<file path="src/rtl/dxl_status_rx_if.sv">
// Status-packet result bus from the Dynamixel receive engine to the register logic.
// The engine drives it through the master modport; consumers use slave.
interface dxl_status_rx_if;
  logic        status_valid;
  logic [7:0]  status_id;
  logic [7:0]  status_error;
  logic [31:0] status_data;
  logic [7:0]  status_param_count;
  logic        crc_error;
  logic        frame_error;
  logic        timeout;

  modport master (
    output status_valid, status_id, status_error, status_data,
           status_param_count, crc_error, frame_error, timeout
  );

  modport slave (
    input status_valid, status_id, status_error, status_data,
          status_param_count, crc_error, frame_error, timeout
  );
endinterface

</file>
<file path="src/rtl/dxl_status_rx.sv">
// Dynamixel 2.0 status-packet receiver: 8N1 oversampling UART, header/field parser,
// byte unstuffing, CRC-16 check and result capture.
module dxl_status_rx #(
  parameter int unsigned CLKS_PER_BIT = 50,
  parameter int unsigned MAX_LEN      = 64,
  parameter int unsigned TIMEOUT_CLKS = 5000
) (
  input  logic            clock,
  input  logic            reset,
  input  logic            rx,
  dxl_status_rx_if.master bus
);

  localparam int unsigned CW = $clog2(CLKS_PER_BIT);
  localparam int unsigned TW = $clog2(TIMEOUT_CLKS + 1);

  localparam logic [CW-1:0] HALF_M1 = CW'(CLKS_PER_BIT / 2 - 1);
  localparam logic [CW-1:0] FULL_M1 = CW'(CLKS_PER_BIT - 1);
  localparam logic [TW-1:0] TO_M1   = TW'(TIMEOUT_CLKS - 1);
  localparam logic [15:0]   LEN_MIN = 16'd4;
  localparam logic [15:0]   LEN_MAX = 16'(MAX_LEN);
  localparam logic [7:0]    INST_STATUS = 8'h55;

  typedef enum logic [2:0] {
    U_IDLE, U_START, U_DATA, U_STOP, U_BREAK
  } uart_state_t;

  typedef enum logic [3:0] {
    P_HDR0, P_HDR1, P_HDR2, P_RSV, P_ID, P_LEN_L, P_LEN_H,
    P_INST, P_ERR, P_PARAM, P_CRC_L, P_CRC_H
  } parse_state_t;

  // ---------------------------------------------------------------- UART
  uart_state_t   ust;
  logic [CW-1:0] ucnt;
  logic [2:0]    ubit;
  logic [7:0]    ushift;
  logic          rx_meta;
  logic          rx_sync;
  logic          byte_stb;
  logic [7:0]    byte_data;
  logic          frame_err;

  // After a low stop bit the line may still be low (break); wait for idle before hunting a start.
  always_ff @(posedge clock) begin
    if (reset) begin
      rx_meta   <= 1'b1;
      rx_sync   <= 1'b1;
      ust       <= U_IDLE;
      ucnt      <= '0;
      ubit      <= '0;
      ushift    <= '0;
      byte_stb  <= 1'b0;
      byte_data <= '0;
      frame_err <= 1'b0;
    end else begin
      rx_meta   <= rx;
      rx_sync   <= rx_meta;
      byte_stb  <= 1'b0;
      frame_err <= 1'b0;
      case (ust)
        U_IDLE: begin
          ucnt <= '0;
          if (!rx_sync) ust <= U_START;
        end
        U_START: begin
          if (ucnt == HALF_M1) begin
            ucnt <= '0;
            ubit <= '0;
            ust  <= rx_sync ? U_IDLE : U_DATA;
          end else begin
            ucnt <= ucnt + CW'(1);
          end
        end
        U_DATA: begin
          if (ucnt == FULL_M1) begin
            ucnt   <= '0;
            ushift <= {rx_sync, ushift[7:1]};
            ubit   <= ubit + 3'd1;
            if (ubit == 3'd7) ust <= U_STOP;
          end else begin
            ucnt <= ucnt + CW'(1);
          end
        end
        U_STOP: begin
          if (ucnt == FULL_M1) begin
            ucnt <= '0;
            if (rx_sync) begin
              byte_stb  <= 1'b1;
              byte_data <= ushift;
              ust       <= U_IDLE;
            end else begin
              frame_err <= 1'b1;
              ust       <= U_BREAK;
            end
          end else begin
            ucnt <= ucnt + CW'(1);
          end
        end
        U_BREAK: begin
          if (rx_sync) ust <= U_IDLE;
        end
        default: ust <= U_IDLE;
      endcase
    end
  end

  assign bus.frame_error = frame_err;

  // ---------------------------------------------------------------- CRC
  function automatic logic [15:0] crc_fold(input logic [15:0] c, input logic [7:0] d);
    logic [15:0] r;
    r = c;
    for (int i = 7; i >= 0; i--) begin
      if (r[15] ^ d[i]) r = {r[14:0], 1'b0} ^ 16'h8005;
      else              r = {r[14:0], 1'b0};
    end
    return r;
  endfunction

  parse_state_t  pst;
  logic [15:0]   crc;
  logic [7:0]    len_l;
  logic [15:0]   raw_left;
  logic [7:0]    hist0;
  logic [7:0]    hist1;
  logic [7:0]    hist2;
  logic [7:0]    crc_l;
  logic [7:0]    sh_id;
  logic [7:0]    sh_err;
  logic [7:0]    sh_cnt;
  logic [31:0]   sh_data;
  logic [TW-1:0] to_cnt;

  logic [15:0] crc_seed_c;
  logic [15:0] crc_next_c;
  logic [15:0] len_full_c;
  logic        stuffed_c;

  // The first header byte restarts the CRC from zero.
  always_comb begin
    crc_seed_c = (pst == P_HDR0) ? 16'h0000 : crc;
    crc_next_c = crc_fold(crc_seed_c, byte_data);
    len_full_c = {byte_data, len_l};
    stuffed_c  = (pst == P_PARAM) && (hist2 == 8'hFF) && (hist1 == 8'hFF) &&
                 (hist0 == 8'hFD) && (byte_data == 8'hFD);
  end

  // ---------------------------------------------------------------- parser
  always_ff @(posedge clock) begin
    if (reset) begin
      pst                    <= P_HDR0;
      crc                    <= '0;
      len_l                  <= '0;
      raw_left               <= '0;
      hist0                  <= '0;
      hist1                  <= '0;
      hist2                  <= '0;
      crc_l                  <= '0;
      sh_id                  <= '0;
      sh_err                 <= '0;
      sh_cnt                 <= '0;
      sh_data                <= '0;
      to_cnt                 <= '0;
      bus.status_valid       <= 1'b0;
      bus.status_id          <= '0;
      bus.status_error       <= '0;
      bus.status_data        <= '0;
      bus.status_param_count <= '0;
      bus.crc_error          <= 1'b0;
      bus.timeout            <= 1'b0;
    end else begin
      bus.status_valid <= 1'b0;
      bus.crc_error    <= 1'b0;
      bus.timeout      <= 1'b0;
      if (frame_err) begin
        pst    <= P_HDR0;
        to_cnt <= '0;
      end else if (byte_stb) begin
        to_cnt <= '0;
        case (pst)
          P_HDR0: begin
            if (byte_data == 8'hFF) begin
              pst <= P_HDR1;
              crc <= crc_next_c;
            end
          end
          P_HDR1: begin
            if (byte_data == 8'hFF) begin
              pst <= P_HDR2;
              crc <= crc_next_c;
            end else begin
              pst <= P_HDR0;
            end
          end
          // Extra FF keeps the CRC of the last two FFs, which is unchanged.
          P_HDR2: begin
            if (byte_data == 8'hFD) begin
              pst <= P_RSV;
              crc <= crc_next_c;
            end else if (byte_data != 8'hFF) begin
              pst <= P_HDR0;
            end
          end
          P_RSV: begin
            if (byte_data == 8'h00) begin
              pst <= P_ID;
              crc <= crc_next_c;
            end else begin
              pst <= P_HDR0;
            end
          end
          P_ID: begin
            sh_id <= byte_data;
            crc   <= crc_next_c;
            pst   <= P_LEN_L;
          end
          P_LEN_L: begin
            len_l <= byte_data;
            crc   <= crc_next_c;
            pst   <= P_LEN_H;
          end
          P_LEN_H: begin
            crc <= crc_next_c;
            if (len_full_c < LEN_MIN || len_full_c > LEN_MAX) begin
              pst <= P_HDR0;
            end else begin
              raw_left <= len_full_c - LEN_MIN;
              pst      <= P_INST;
            end
          end
          P_INST: begin
            if (byte_data == INST_STATUS) begin
              crc <= crc_next_c;
              pst <= P_ERR;
            end else begin
              pst <= P_HDR0;
            end
          end
          P_ERR: begin
            sh_err  <= byte_data;
            crc     <= crc_next_c;
            sh_data <= '0;
            sh_cnt  <= '0;
            hist0   <= '0;
            hist1   <= '0;
            hist2   <= '0;
            pst     <= (raw_left == 16'd0) ? P_CRC_L : P_PARAM;
          end
          P_PARAM: begin
            crc      <= crc_next_c;
            hist0    <= byte_data;
            hist1    <= hist0;
            hist2    <= hist1;
            raw_left <= raw_left - 16'd1;
            if (!stuffed_c) begin
              if (sh_cnt < 8'd4) sh_data[{sh_cnt[1:0], 3'b000} +: 8] <= byte_data;
              if (sh_cnt != 8'hFF) sh_cnt <= sh_cnt + 8'd1;
            end
            if (raw_left == 16'd1) pst <= P_CRC_L;
          end
          P_CRC_L: begin
            crc_l <= byte_data;
            pst   <= P_CRC_H;
          end
          P_CRC_H: begin
            pst <= P_HDR0;
            if ({byte_data, crc_l} == crc) begin
              bus.status_valid       <= 1'b1;
              bus.status_id          <= sh_id;
              bus.status_error       <= sh_err;
              bus.status_data        <= sh_data;
              bus.status_param_count <= sh_cnt;
            end else begin
              bus.crc_error <= 1'b1;
            end
          end
          default: pst <= P_HDR0;
        endcase
      end else if (pst != P_HDR0) begin
        if (to_cnt == TO_M1) begin
          bus.timeout <= 1'b1;
          pst         <= P_HDR0;
          to_cnt      <= '0;
        end else begin
          to_cnt <= to_cnt + TW'(1);
        end
      end
    end
  end

endmodule

</file>
<file path="src/flat_wrapper.sv">
// flat-port wrapper written by rule: the top's interface ports become plain ports
module dxl_status_rx_flat 
#(
  parameter int unsigned CLKS_PER_BIT = 50,
  parameter int unsigned MAX_LEN      = 64,
  parameter int unsigned TIMEOUT_CLKS = 5000
)
  (clock, reset, rx, bus_status_valid, bus_status_id, bus_status_error, bus_status_data, bus_status_param_count, bus_crc_error, bus_frame_error, bus_timeout);
  dxl_status_rx_if bus_i ();
  input  logic clock;
  input  logic reset;
  input  logic rx;
  output wire logic [$bits(bus_i.status_valid)-1:0] bus_status_valid;
  output wire logic [$bits(bus_i.status_id)-1:0] bus_status_id;
  output wire logic [$bits(bus_i.status_error)-1:0] bus_status_error;
  output wire logic [$bits(bus_i.status_data)-1:0] bus_status_data;
  output wire logic [$bits(bus_i.status_param_count)-1:0] bus_status_param_count;
  output wire logic [$bits(bus_i.crc_error)-1:0] bus_crc_error;
  output wire logic [$bits(bus_i.frame_error)-1:0] bus_frame_error;
  output wire logic [$bits(bus_i.timeout)-1:0] bus_timeout;
  assign bus_status_valid = bus_i.status_valid;
  assign bus_status_id = bus_i.status_id;
  assign bus_status_error = bus_i.status_error;
  assign bus_status_data = bus_i.status_data;
  assign bus_status_param_count = bus_i.status_param_count;
  assign bus_crc_error = bus_i.crc_error;
  assign bus_frame_error = bus_i.frame_error;
  assign bus_timeout = bus_i.timeout;
  dxl_status_rx #(.CLKS_PER_BIT(CLKS_PER_BIT), .MAX_LEN(MAX_LEN), .TIMEOUT_CLKS(TIMEOUT_CLKS)) u_core (.clock(clock), .reset(reset), .rx(rx), .bus(bus_i));
endmodule
</file>
<file path="config.mk">
export PLATFORM = sky130hd
export DESIGN_NAME = dxl_status_rx_flat
export DESIGN_NICKNAME = d
export VERILOG_FILES = /design/src/rtl/dxl_status_rx_if.sv /design/src/rtl/dxl_status_rx.sv /design/src/flat_wrapper.sv
export SDC_FILE = /design/constraint.sdc
export NUM_CORES = 1
export LEC_CHECK = 0
export BUFFER_PORTS_ARGS = -buffer_cell sky130_fd_sc_hd__buf_2
export CAP_MARGIN = 20
export CORE_UTILIZATION = 32
export CTS_CLUSTER_DIAMETER = 200
export DETAILED_ROUTE_END_ITERATION = 7
export GPL_TIMING_DRIVEN = 0
export MAX_ROUTING_LAYER = met4
export RECOVER_POWER = 50
export SETUP_SLACK_MARGIN = 0.05
export SLEW_MARGIN = 20
export SYNTH_ARGS = -nofsm -noshare
export SYNTH_HDL_FRONTEND = slang
export SYNTH_SLANG_ARGS = --single-unit
</file>
<file path="constraint.sdc">
create_clock -name clock -period 3.1 [get_ports clock]
set_input_delay 0.155 -clock clock [delete_from_list [all_inputs] [get_ports clock]]
set_output_delay 0.155 -clock clock [all_outputs]
set_load 0.02 [all_outputs]
</file>
==> results by group <==
Finish
  – Final net count: about 1400
  – Layout area overhead: 15.9%
  – Final core occ: 37.9%
  – Diode count: 0
  – Commonest non-fill, non-tap cell in the layout: dfxtp_1
  – Layout Cells excl Fill: about 1800
  – Commonest non-fill, non-tap cells in the layout: dfxtp_1 (236), nor2_1 (210), nand2_1 (136)
  – Share of cells above drive strength 1: a little under 9%

STA
  – Min cycle time layout: ~2900 ps
  – Final worst slack: around 240 ps
  – Fmax: 0.350 GHz
  – Crit share post-route: just over 90%
  – Final Max Slew Viols: 0
  – Final Hold Viols: 0
  – Tightest Pin Transition: about 900 ps
  – RSZ-0062 raised after global routing: no
  – Setup TNS: 0 ps
  – Final setup fails: 0
  – Relative slew slack: between 30% and 40%
  – Skew final: approximately 11 ps

Logic synthesis
  – Post-Syn Nets: 1299
  – Post-synth cell types: 63
  – Post-synthesis async set-or-reset flop share: 0%
  – Yosys reg bits: 236
  – Sequential fraction of the synthesis area: a little over two fifths
  – Synth area leaders: dfxtp_1 (44%), mux2i_1 (8.8%), nor2_1 (7.3%)
  – YS warnings: 0
  – Post-synth EDFFs: 0
  – Avg Cell Area, Syn: roughly 8.4 um2
  – Cell taking the most area after synthesis: dfxtp_1
  – Post-Syn Area: about 11000 um2
  – Primary FF master, synth: dfxtp_1
  – Synth top area share: between 40% and 50%
  – Post-Syn Instances: 1282

Placement
  – Buffers on Ports: between 60 and 70
  – Placed instance count: around 1800
  – Post-Place Setup Slack: 226 ps
  – DP Wirelength: roughly 21 mm
  – RePlAce Congestion: just over 0.9

Floorplanning
  – Die X: between 150 and 200 um
  – Initial Utilization: 32.8%
  – Io pins: 63
  – Die Height: ~190 um
  – Die area: 34300 um2
  – # rows: 66
  – Core region area: 32800 um2

CTS
  – Clock sink count: 236
  – Setup bufs post-CTS: 0
  – Root Buffer: clkbuf_16
  – CTS tree: yes
  – Max clock buf depth: 3
  – Num CTS Buffers: 27
  – H-tree depth: 1
  – Clk Latency, worst-skew pair: between 500 and 600 ps
  – Worst-path clk slew: roughly 60 ps

Pwr
  – VDD IR-drop max: about 330 uV
  – Power per cell area: 510 nW/um2
  – Leak pwr: 4.65 nW

Drt
  – Vias per cell: 4.99
  – Routed vias: about 9200
  – Initial DRC count: 592
  – Drt total wl: 29.0 mm
  – Wire per inst: between 15 and 20 um
  – TritonRoute pass-1 iters: 5
  – Routed Antenna Nets: 0
  – DR DRC count: 0

Global routing
  – Antenna violations before repair: 0
  – GR Util met3: under 10%
  – GRT Util Overall: between 10% and 20%
  – M2 GR Usage: a little over a quarter
  – Global-route wire length before repair: about 46 mm
  – GR peak layer: met2
  – Largest net degree at the start of global routing: 14
  – Grt met1 use: a little under a quarter
  – Vias in the first global route: between 8000 and 9000
  – GRT Residual Overflow: 0

Critical path
  – Critical Path Source Type: register
  – CP max FO: 10
  – FF-to-FF setup slack: roughly 240 ps
  – Worst setup path class: reg2reg
  – Reg2reg path depth: 9
  – CP arrival: between 3000 and 4000 ps
  – Worst r2r src: u_core.len_l[2]
  – Reg-to-reg endpoint: u_core.raw_left[9]
  – Crit path required time: around 3500 ps
  – Crit path launch: u_core.len_l[2]
  – CP endpoint: u_core.raw_left[9]
  – Crit. End Element: register

Flow run
  – Max-Cap Viols: 0

Outcome
  – Status: complete, no violations

Hold path
  – Worst hold path class: in2reg
-- synthesized netlist by cell type, drive strengths merged, types with 3 or more instances --
cell	count
buf	28
or3	9
o31ai	10
nor2	211
or4b	3
o211ai	6
dfxtp	236
nand3	36
a21oi	122
or4	7
nor4	12
nand2	136
xnor2	46
ha	14
or2	33
nor2b	6
nand4	24
nor3	27
inv	16
mux2i	94
nand4b	3
a31oi	7
or3b	4
and2	3
xor2	17
a211oi	6
and4	3
clkbuf	63
o21ai	49
nor3b	4
nand2b	9
nand3b	8
-- timing repair --
| action | in CTS | in global routing |
|---|---|---|
| hold endpoints to repair | 1 | 0 |
| hold buffers | 1 | 0 |
| setup endpoints to repair | 0 | 43 |
| resized for setup | 0 | 3 |
-- per-layer routing --
layer | part of all wire (%) | wire length, um
met4 | 2.8 | 813
met1 | 47 | 13700
met3 | 4.5 | 1320
met2 | 45 | 13200
met5 | 0 | 0
-- worst min-delay path by stage --
stage / from / endpoint / slack [ps] / cells after the start
after floorplan: rx / u_core.rx_meta / 260 / 1
after global placement: rx / u_core.rx_meta / 380 / 2
after detailed placement: rx / u_core.rx_meta / 370 / 2
after CTS: reset / u_core.sh_cnt[7] / 30 / 3
after global routing: reset / u_core.sh_cnt[5] / 200 / 3
final: reset / u_core.sh_cnt[7] / 190 / 3
-- flip-flops by register name, indices dropped and copies added, names as in the netlist, 13 cells and up --
signal	cells
u_core.crc	16
u_core.sh_data	32
u_core.bus.status_data	32
u_core.raw_left	16
u_core.to_cnt	13
-- cells by family (layout without fill, tap and decap cells) --
| group | Yosys count | in the layout | synth area share [%] |
|---|---|---|---|
| AND/OR/NAND/NOR | 545 | 545 | 24.1 |
| flip-flops | 236 | 236 | 44.0 |
| AO/OA/AOI/OAI | 218 | 218 | 11.4 |
| buffers and inverters | 108 | 220 | 4.17 |
| multiplexers | 95 | 95 | 8.87 |
| XOR/XNOR | 66 | 66 | 5.78 |
| adder cells (fa/ha/maj) | 14 | 14 | 1.63 |
-- worst max-delay path: stages (launching register included) --
cell	delay, ps
dfxtp_1	360
inv_1	100
ha_1	130
or4b_2	570
o21ai_0	200
nand4_1	420
a21o_1	350
clkbuf_1	260
o21ai_0	240
a21oi_1	80
-- power breakdown --
part	internal, W	total, W	switching, W
Combinational	0.0000149	0.0000913	0.0000764
Clock	0.00195	0.00322	0.00127
Sequential	0.00303	0.00304	0.00000174
-- cell type report --
| type | instances | area, um2 |
|---|---|---|
| buffer | 91 | 377 |
| clock buffer | 39 | 801 |
| clock inverter | 9 | 105 |
| fill | 3415 | 20300 |
| inverter | 17 | 63.8 |
| multi-input combinational | 938 | 5570 |
| sequential | 236 | 4720 |
| tap | 442 | 553 |
| timing repair buffer | 64 | 249 |
-- through the flow --
stage / cell area [um2] / hold WS [ps] / power [W]
2_1_floorplan: 10700 / 259 / 0.00315
3_3_place_gp: 11600 / 379 / 0.00319
3_5_place_dp: 11600 / 370 / 0.00319
4_1_cts: 12500 / 27.3 / 0.00640
5_1_grt: 12400 / 200 / 0.00653
6_report: 12400 / 193 / 0.00635
(Power assumes the default switching activity.)
